<file path="config.mk">
export PLATFORM = sky130hd
export DESIGN_NAME = fetch_unit
export DESIGN_NICKNAME = d
export VERILOG_FILES = /design/src/rtl/fetch_unit.sv
export SDC_FILE = /design/constraint.sdc
export NUM_CORES = 1
export LEC_CHECK = 0
export ABC_AREA = 1
export CORE_UTILIZATION = 46
export DETAILED_ROUTE_END_ITERATION = 8
export PLACE_DENSITY = 0.67
export SETUP_SLACK_MARGIN = 0.5
export SYNTH_ARGS = -nofsm -noshare
export SYNTH_HDL_FRONTEND = slang
export SYNTH_SLANG_ARGS = --single-unit
</file>
<file path="constraint.sdc">
create_clock -name CLOCK_50 -period 4.2 [get_ports CLOCK_50]
set_input_delay 0.84 -clock CLOCK_50 [delete_from_list [all_inputs] [get_ports CLOCK_50]]
set_output_delay 0.84 -clock CLOCK_50 [all_outputs]
set_load 0.02 [all_outputs]
</file>
<file path="src/rtl/fetch_unit.sv">
// Instruction-fetch stage: owns the PC, issues 1-cycle-latency imem reads and
// buffers responses in a FWFT prefetch FIFO. Define FETCH_BYPASS_EN for same-cycle bypass.
module fetch_unit #(
  parameter int unsigned     PC_W     = 12,
  parameter int unsigned     INSTR_W  = 16,
  parameter int unsigned     DEPTH    = 4,
  parameter logic [PC_W-1:0] RESET_PC = '0
) (
  input  logic                       CLOCK_50,
  input  logic                       reset,
  output logic                       imem_req,
  output logic [PC_W-1:0]            imem_addr,
  input  logic [INSTR_W-1:0]         imem_q,
  input  logic                       redirect,
  input  logic [PC_W-1:0]            redirect_pc,
  output logic                       inst_valid,
  output logic [INSTR_W-1:0]         inst,
  output logic [PC_W-1:0]            inst_pc,
  input  logic                       inst_ready,
  output logic [$clog2(DEPTH+1)-1:0] count
);

  localparam int unsigned CNT_W = $clog2(DEPTH + 1);
  localparam int unsigned PTR_W = $clog2(DEPTH);
  localparam int unsigned OCC_W = CNT_W + 1;

  logic [PC_W-1:0]    r_pc;
  logic               r_inflight;
  logic [PC_W-1:0]    r_rsp_pc;
  logic [INSTR_W-1:0] r_instr_mem [DEPTH];
  logic [PC_W-1:0]    r_pc_mem    [DEPTH];
  logic [PTR_W-1:0]   r_wr_ptr;
  logic [PTR_W-1:0]   r_rd_ptr;
  logic [CNT_W-1:0]   r_count;

  logic [OCC_W-1:0]   w_occ;
  logic               w_credit;
  logic               w_empty;
  logic               w_push;
  logic               w_pop;

  // Credit counts buffered words plus the one in flight; both are registered.
  assign w_occ     = {1'b0, r_count} + OCC_W'(r_inflight);
  assign w_credit  = w_occ < OCC_W'(DEPTH);
  assign imem_req  = reset && !redirect && w_credit;
  assign imem_addr = r_pc;
  assign count     = r_count;
  assign w_empty   = (r_count == '0);
  assign w_pop     = !w_empty && inst_ready;

`ifdef FETCH_BYPASS_EN
  logic w_bypass;

  assign w_bypass   = r_inflight && w_empty;
  assign inst_valid = !w_empty || w_bypass;
  assign inst       = w_bypass ? imem_q   : r_instr_mem[r_rd_ptr];
  assign inst_pc    = w_bypass ? r_rsp_pc : r_pc_mem[r_rd_ptr];
  // A bypassed word taken by decode never enters the FIFO.
  assign w_push     = r_inflight && !redirect && !(w_bypass && inst_ready);
`else
  assign inst_valid = !w_empty;
  assign inst       = r_instr_mem[r_rd_ptr];
  assign inst_pc    = r_pc_mem[r_rd_ptr];
  assign w_push     = r_inflight && !redirect;
`endif

  // PC, in-flight tracking; redirect kills the response due next cycle.
  always_ff @(posedge CLOCK_50 or negedge reset) begin
    if (!reset) begin
      r_pc       <= RESET_PC;
      r_inflight <= 1'b0;
      r_rsp_pc   <= '0;
    end else if (redirect) begin
      r_pc       <= redirect_pc;
      r_inflight <= 1'b0;
    end else begin
      r_inflight <= imem_req;
      if (imem_req) begin
        r_pc     <= r_pc + PC_W'(1);
        r_rsp_pc <= r_pc;
      end
    end
  end

  // FIFO pointers and occupancy.
  always_ff @(posedge CLOCK_50 or negedge reset) begin
    if (!reset) begin
      r_wr_ptr <= '0;
      r_rd_ptr <= '0;
      r_count  <= '0;
    end else if (redirect) begin
      r_wr_ptr <= '0;
      r_rd_ptr <= '0;
      r_count  <= '0;
    end else begin
      if (w_push) r_wr_ptr <= r_wr_ptr + PTR_W'(1);
      if (w_pop)  r_rd_ptr <= r_rd_ptr + PTR_W'(1);
      case ({w_push, w_pop})
        2'b10:   r_count <= r_count + CNT_W'(1);
        2'b01:   r_count <= r_count - CNT_W'(1);
        default: r_count <= r_count;
      endcase
    end
  end

  // FIFO storage, cleared on reset so idle outputs read zero.
  always_ff @(posedge CLOCK_50 or negedge reset) begin
    if (!reset) begin
      for (int unsigned i = 0; i < DEPTH; i++) begin
        r_instr_mem[i] <= '0;
        r_pc_mem[i]    <= '0;
      end
    end else if (w_push) begin
      r_instr_mem[r_wr_ptr] <= imem_q;
      r_pc_mem[r_wr_ptr]    <= r_rsp_pc;
    end
  end

endmodule

</file>
==> results.cfg, run 1 <==
[status]
status = completed

[grt]
grt_pass1_vias = 5269
antenna_found_initial = 0
grt_max_degree = 59
overflow = 0
grt_usage = 0.220
grt_pass1_wl_um = 25300

[synth]
synth_top_cell_area_share = 0.534
yosysMostFrequentCell = nand2_1
ys_seq_area_frac = 0.534
synth_edf_count = 0
synth_seq_cells = 144
yosys-top-cells-area = dfrtp_1, nand2_1, o21ai_0
synthCells = 760
yosysTopAreaCell = dfrtp_1
synth.distinct_cells = 29
ys_async_sr_fraction = 1.00
ys_warn_count = 0
syn_avg_cell_area_um2 = 8.87
syn_nets = 798
ys.flop_type = dfrtp_1
synth_common_cells = nand2_1, dfrtp_1, o21ai_0
syn_area_um2 = 6740

[clock_network]
hold_buffers = 0
cts_root_buffer = clkbuf_16
h-tree-depth = 4
postCtsResizedCells = 0
path_clk_slew_ps = 60
cts_sinks = 144
cts_tree = built
numCtsBuffers = 17
post_cts_buffers = 0
clock_tree.buffer_depth = 2
insertion_delay_ps = 430

[layout]
syn2layout_area_growth_pct = 20.5
final_cells = 1015
drive_gt1_frac = 0.121
fillerInstances = 1250
diodes = 0
utilization = 0.577
postLayoutCellArea_um2 = 8130
nets = 860

[die]
die_y_um = 123
die_x_um = 123
pin_count = 77
core_um2 = 14100
rows = 43
start_util = 0.478
die-area_um2 = 15100

[pwr]
total_power_mw = 4.40
peakVddDrop_mv = 0.333
powerDensity_nw_per_um2 = 541
leakage_nw = 3.83

[timing]
rsz0062_at_grt = false
fin_ws_ps = 740
slew_viol_final = 0
setup_viol_count_final = 0
maxSlewHeadroom = 0.439
min_period_ps = 3460
tns_ps = 0
hold_viol_final = 0
fin_skew_ps = 6.00
fin_crit_sh = 0.824
hold_ws_ps = 303
worstMarginPinSlew_ps = 841
max_freq_ghz = 0.289

[place]
pre_cts_slack_ps = 849
dp_cells = 983
gp_congestion = 0.838
portBuffers = 76
dp_hpwl_um = 9330
dpl_cell_area_um2 = 7480

[critical_path]
critPathRequiredTime_ps = 3360
reg2reg_setup_slack_ps = 2320
worstSetupEndpointType = output pin
r2r_cells = 11
crit_arrival_ps = 2620
path_max_fanout = 35
timing.rr.end = count[2]$_DFFE_PN0P_
timing.rr.start = count[1]$_DFFE_PN0P_
start_kind = register
path_class = reg -> out

[routing]
first_pass_iters = 6
dr.max_layer_used = met4
wl_met2_um = 7400
vias_per_cell = 5.31
drc = 0
wl_met3_um = 819
wire_per_inst_um = 15.2
dr_total_vias = 5386
ant_nets = 0
met1_length_um = 6990
drt-initial-drc-count = 318
finalWirelength_um = 15400

[min_path]
hold_path_class = in -> async

[job]
maxCapViolations = 0
[worst max path at each step]
stage	endpoint	slack, ps	start	depth (start not counted)
final	inst[10]	740	r_rd_ptr[0]$_DFFE_PN0P_	5
after floorplan	imem_req	1920	redirect	5
after CTS	inst[10]	740	r_rd_ptr[0]$_DFFE_PN0P_	5
after global placement	imem_req	860	redirect	5
after global routing	inst[10]	580	r_rd_ptr[0]$_DFFE_PN0P_	5
after detailed placement	imem_req	850	redirect	5
[worst max-delay path, stage by stage (launching register included)]
cell and delay, ps:
dfrtp_2 400, inv_2 490, buf_4 310, o21ai_0 90
o22ai_1 240, clkdlybuf4s50_1 650
[power by group]
group / switching (mW) / internal [mW]
Combinational: 0.581 / 0.434
Clock: 0.568 / 1.08
Sequential: 0.132 / 1.61
Total: 1.28 / 3.12
[sequential cells by signal (all words and copies together), names as in the netlist]
signal,flops
r_rsp_pc,12
r_wr_ptr,2
r_instr_mem,64
r_rd_ptr,2
r_pc_mem,48
imem_addr,12
count,3
r_inflight,1
[metal layers]
metal  track usage  vias to the layer above
met1         0.274                     2560
met5             0                        -
met4        0.0745                        0
li1              -                     2644
met3        0.0627                       20
met2         0.366                      162
[area by class of cell]
class,count,area (µm²),share of cell area
inverters,56,218,0.0268
repair buffers,91,875,0.108
clock buffers,20,457,0.0562
well taps,180,225,0.0277
flip-flops and latches,144,3600,0.444
multi-input cells,512,2560,0.315
clock inverters,12,188,0.0231
[kinds of logic (layout without fill, tap and decap cells)]
family | count (synthesis) | after routing | synth area share
adder cells (fa/ha/maj) | 6 | 6 | 0.0122
flip-flops | 144 | 144 | 0.534
AND/OR/NAND/NOR | 276 | 276 | 0.163
AO/OA/AOI/OAI | 227 | 227 | 0.201
XOR/XNOR | 3 | 3 | 0.00390
buffers and inverters | 104 | 179 | 0.0861
[cell usage in the layout (no fill, tap or decap), types with 2 or more instances in the layout]
| cell type | n |
|---|---|
| nand2_1 | 174 |
| dfrtp_1 | 143 |
| o21ai_0 | 103 |
| clkdlybuf4s50_1 | 75 |
| nor2_1 | 70 |
| inv_1 | 53 |
| o21ai_2 | 44 |
| o21ai_1 | 43 |
| o22ai_1 | 28 |
| nand3_1 | 22 |
| clkbuf_16 | 17 |
| buf_4 | 15 |
| clkinv_2 | 6 |
| o211ai_1 | 5 |
| ha_1 | 5 |
| bufinv_16 | 5 |
| nand2_2 | 4 |
| a21oi_1 | 3 |
| nand2_4 | 2 |
| xor2_1 | 2 |
| nand4_1 | 2 |
| clkbuf_8 | 2 |
(Power assumes the default switching activity.)
==> run 2: changes to the inputs <==
- PLACE_DENSITY: 0.67 -> 0.7
- clock period: 4.2 -> 2.9 ns (I/O delays scaled with it)
==> run 2 against run 1 <==
Effect of this change:
- global-route usage up 0.89 points
- critical path depth stayed put
- final cell count increased by 0.49%
- non-clock buffer count increased by 6
- via count up 2.5%
- sequential share of layout area shrank 0.18 points
- die area is the same
- clock power grew 44%
- setup slack got worse by 190 ps
- total power grew 43%
- sequential power up 45%
- final area grew 0.40%
==> results.cfg, run 2 (synthesis gave the netlist of run 1 again) <==
[pwr]
switchingPower_mw = 1.87
comb_power_share = 0.222
peakVddDrop_mv = 0.512
powerDensity_nw_per_um2 = 772
leakage_nw = 3.93
power_frac_seq = 0.401
internal_power_mw = 4.43
switching_share = 0.297
p_clk_frac = 0.377

[routing]
wire_per_inst_um = 15.5
ant_nets = 0
drc = 0
drt-initial-drc-count = 532
first_pass_iters = 5
finalWirelength_um = 15800
dr_total_vias = 5520
vias_per_cell = 5.41

[critical_path]
start_kind = register
path_class = reg -> out
worstPathCellList = inv_2 > buf_12 > o21ai_0 > o22ai_1 > clkdlybuf4s15_2
critPathSlowestCell = dfrtp_2
critPathRequiredTime_ps = 2320
path_max_fanout = 28
crit_arrival_ps = 1770
worstSetupEndpointType = output pin
slowest_delay_ps = 450

[clock_network]
cts_root_buffer = clkbuf_16
clock_tree.buffer_depth = 2
path_clk_slew_ps = 60
cts_tree = built
numCtsBuffers = 17
insertion_delay_ps = 420
h-tree-depth = 4
cts_sinks = 144

[timing]
fin_crit_sh = 0.809
slew_viol_final = 0
hold_viol_final = 0
worstMarginPinSlew_ps = 1030
maxSlewHeadroom = 0.315
fin_ws_ps = 554
max_freq_ghz = 0.426
tns_ps = 0
rsz0062_at_grt = true
setup_viol_count_final = 0
fin_skew_ps = 6.23
min_period_ps = 2350

[die]
die-area_um2 = 15100
start_util = 0.478
die_y_um = 123
core_um2 = 14100
pin_count = 77
rows = 43
die_x_um = 123

[min_path]
hold_path_class = in -> async

[layout]
syn2layout_area_growth_pct = 21.0
final_common_cell = nand2_1
largest_reg_flops = 64
nets = 866
top_regs = r_instr_mem: 64 flops, r_pc_mem: 48 flops
drive_gt1_frac = 0.157
max_flop_register = r_instr_mem
diodes = 0
layout_common_cells = nand2_1, dfrtp_1, o21ai_0

[grt]
grt_max_degree = 83
grt_pass1_vias = 5478
grt_usage = 0.229
antenna_found_initial = 0
overflow = 0
grt_pass1_wl_um = 26500

[place]
gp_congestion = 0.847
pre_cts_slack_ps = 336
portBuffers = 76
dp_hpwl_um = 9680

[status]
status = completed

[job]
maxCapViolations = 0
## run 2: routing by layer
layer / track usage / wire length, µm / share of wire / vias to the layer above
li1: - / - / - / 2646
met1: 0.294 / 7080 / 0.45 / 2666
met2: 0.374 / 7550 / 0.48 / 186
met3: 0.0563 / 899 / 0.057 / 22
met4: 0.0836 / 240 / 0.015 / 0
met5: 0 / 0 / 0 / -
## run 2: critical path, delay by kind of cell, from the launching register on
family | cells | cell delay [ps]
buf+inv | 3 | 610
flops | 1 | 450
compound gates | 2 | 290
## run 2: path summary, 6_finish.rpt
| check | startpoint | endpoint | slack (ps) | cells after the start |
|---|---|---|---|---|
| setup / recovery | r_rd_ptr[0]$_DFFE_PN0P_ | inst_pc[7] | 550 | 5 |
| hold / removal | reset | r_instr_mem[48]$_DFFE_PN0P_ | 390 | 2 |
| setup reg to reg | count[0]$_DFFE_PN0P_ | count[2]$_DFFE_PN0P_ | 1030 | 11 |
| hold reg to reg | r_instr_mem[43]$_DFFE_PN0P_ | r_instr_mem[43]$_DFFE_PN0P_ | 480 | 2 |
| max in group asynchronous | reset | r_rd_ptr[0]$_DFFE_PN0P_ | 1700 | 2 |
| min in group CLOCK_50 | r_instr_mem[43]$_DFFE_PN0P_ | r_instr_mem[43]$_DFFE_PN0P_ | 480 | 2 |
## run 2: repair_timing
item | in CTS | in global routing
endpoints found under the hold margin | 1 | 0
endpoints found under the setup margin | 29 | 28
gates cloned | 0 | 0
hold buffers | 1 | 0
gates resized for setup | 54 | 39
setup buffers | 2 | 0
## run 2: cell type report
| type | instances | area (µm²) |
|---|---|---|
| Fill cell | 1320 | 5940 |
| Sequential cell | 144 | 3600 |
| Timing Repair Buffer | 97 | 908 |
| Tap cell | 180 | 225 |
| Clock inverter | 11 | 186 |
| Multi-Input combinational cell | 512 | 2560 |
| Inverter | 56 | 218 |
| Clock buffer | 20 | 457 |
## run 2: power by group through the flow
| stage | combinational (mW) | clock, mW | sequential [mW] |
|---|---|---|---|
| 4_1_cts | 1.44 | 2.41 | 2.52 |
| 3_5_place_dp | 1.49 | 0 | 2.55 |
| 3_3_place_gp | 1.45 | 0 | 2.53 |
| 6_report | 1.40 | 2.38 | 2.52 |
| 2_1_floorplan | 0.884 | 0 | 2.53 |
| 5_1_grt | 1.57 | 2.50 | 2.56 |
## run 2: through the flow
step,area (µm²),util,std cells,power (mW),hold slack [ps]
global placement,7550,0.536,986,3.99,372
detailed placement,7550,0.536,986,4.04,369
finish,8160,0.579,1020,6.30,388
global route,8160,0.579,1020,6.63,444
floorplan,6740,-,760,3.41,284
CTS,8240,0.584,1020,6.36,402
==> run 3: changes to the inputs <==
- PLACE_DENSITY: 0.7 -> 0.67
- clock period: 2.9 -> 2.35 ns (I/O delays scaled with it)
==> run 3 against run 2 <==
Effect of this change:
- clock skew shrank 3.1 ps
- setup slack lost 340 ps
- via count grew 1.8%
- critical endpoint unchanged
==> results.cfg, run 3 (synthesis gave the netlist of run 1 again) <==
[job]
maxCapViolations = 0

[timing]
setup_viol_count_final = 0
min_period_ps = 2140
tns_ps = 0
slew_viol_final = 0
maxSlewHeadroom = 0.322
rsz0062_at_grt = true
fin_skew_ps = 3.11
fin_ws_ps = 212
max_freq_ghz = 0.468
worstMarginPinSlew_ps = 1020
fin_crit_sh = 0.910
hold_viol_final = 0

[grt]
grt_usage = 0.237
grt_pass1_vias = 5491
grt_pass1_wl_um = 27400
antenna_found_initial = 0
overflow = 0
grt_max_degree = 81

[die]
die_x_um = 123
die-area_um2 = 15100
start_util = 0.478
core_um2 = 14100
die_y_um = 123
pin_count = 77
rows = 43

[layout]
diodes = 0
max_flop_register = r_instr_mem
syn2layout_area_growth_pct = 31.3
drive_gt1_frac = 0.232
nets = 884
fillerInstances = 1188
layout_common_cells = nand2_1, dfrtp_1, o21ai_0
largest_reg_flops = 64
final_common_cell = nand2_1
top_regs = r_instr_mem: 64 flops, r_pc_mem: 48 flops

[critical_path]
timing.rr.start = count[1]$_DFFE_PN0P_
reg2reg_setup_slack_ps = 700
start_kind = register
crit_arrival_ps = 1670
path_class = reg -> out
worstSetupEndpointType = output pin
timing.rr.end = count[2]$_DFFE_PN0P_
path_max_fanout = 8
critPathRequiredTime_ps = 1880
r2r_cells = 11

[clock_network]
hold_buffers = 0
h-tree-depth = 4
cts_root_buffer = clkbuf_16
numCtsBuffers = 17
insertion_delay_ps = 430
path_clk_slew_ps = 60
cts_sinks = 144
clock_tree.buffer_depth = 2
cts_tree = built

[place]
gp_congestion = 0.835
pre_cts_slack_ps = 48.2
portBuffers = 76
dp_hpwl_um = 9550

[routing]
wire_per_inst_um = 16.6
vias_per_cell = 5.41
drc = 0
dr_total_vias = 5617
finalWirelength_um = 17300
drt-initial-drc-count = 492
ant_nets = 0
first_pass_iters = 5

[pwr]
peakVddDrop_mv = 0.603
powerDensity_nw_per_um2 = 966
leakage_nw = 4.23

[status]
status = completed

[min_path]
hold_path_class = in -> async
## run 3: worst max-delay path by stage
stage,from,end,slack (ps)
floorplan,count[1]$_DFFE_PN0P_,count[2]$_DFFE_PN0P_,530
global placement,redirect,imem_req,50
detailed placement,redirect,imem_req,50
CTS,r_rd_ptr[0]$_DFFE_PN0P_,inst_pc[7],210
global route,r_rd_ptr[0]$_DFFE_PN0P_,inst[0],160
finish,r_rd_ptr[0]$_DFFE_PN0P_,inst_pc[7],210
## run 3: critical path, stage by stage, from the launching register on
cell and delay [ps]:
dfrtp_2 470, inv_8 130, buf_6 120, buf_16 140
nor2_4 50, o22ai_4 170, buf_6 140
## run 3: per-stage QoR
| stage | util | instance area (µm²) | total power [mW] | hold slack, ps | std cells |
|---|---|---|---|---|---|
| finish | 0.628 | 8850 | 8.55 | 264 | 1039 |
| global route | 0.628 | 8850 | 8.96 | 326 | 1039 |
| CTS | 0.607 | 8550 | 8.44 | 279 | 1029 |
| detailed placement | 0.539 | 7590 | 4.99 | 463 | 989 |
| global placement | 0.539 | 7590 | 4.93 | 458 | 989 |
| floorplan | - | 6750 | 4.21 | 174 | 760 |
## run 3: layout make-up
| class | count | area, µm² | share of cell area |
|---|---|---|---|
| multi-input cells | 512 | 2800 | 0.316 |
| clock inverters | 11 | 255 | 0.0288 |
| well taps | 180 | 225 | 0.0254 |
| clock buffers | 21 | 470 | 0.0531 |
| flip-flops and latches | 144 | 3610 | 0.408 |
| inverters | 56 | 225 | 0.0254 |
| repair buffers | 115 | 1270 | 0.144 |
## run 3: report_power, final
part	internal, mW	total, mW	switching, mW
clock	2.28	3.31	1.03
combinational	0.919	2.10	1.18
sequential	2.87	3.14	0.272
total	6.07	8.55	2.48
## run 3: layer usage
metal | share of wire | track usage
met3 | 0.053 | 0.0572
met5 | 0 | 0
met4 | 0.014 | 0.0828
met2 | 0.49 | 0.388
met1 | 0.44 | 0.309
## run 3: what timing repair did
| action | 4_1_cts | 5_1_grt |
|---|---|---|
| cloned | 3 | 3 |
| gates resized for setup | 217 | 58 |
| pin swaps | 10 | 15 |
| endpoints found under the hold margin | 0 | 0 |
| setup buffers | 5 | 7 |
| setup endpoints to repair | 45 | 31 |
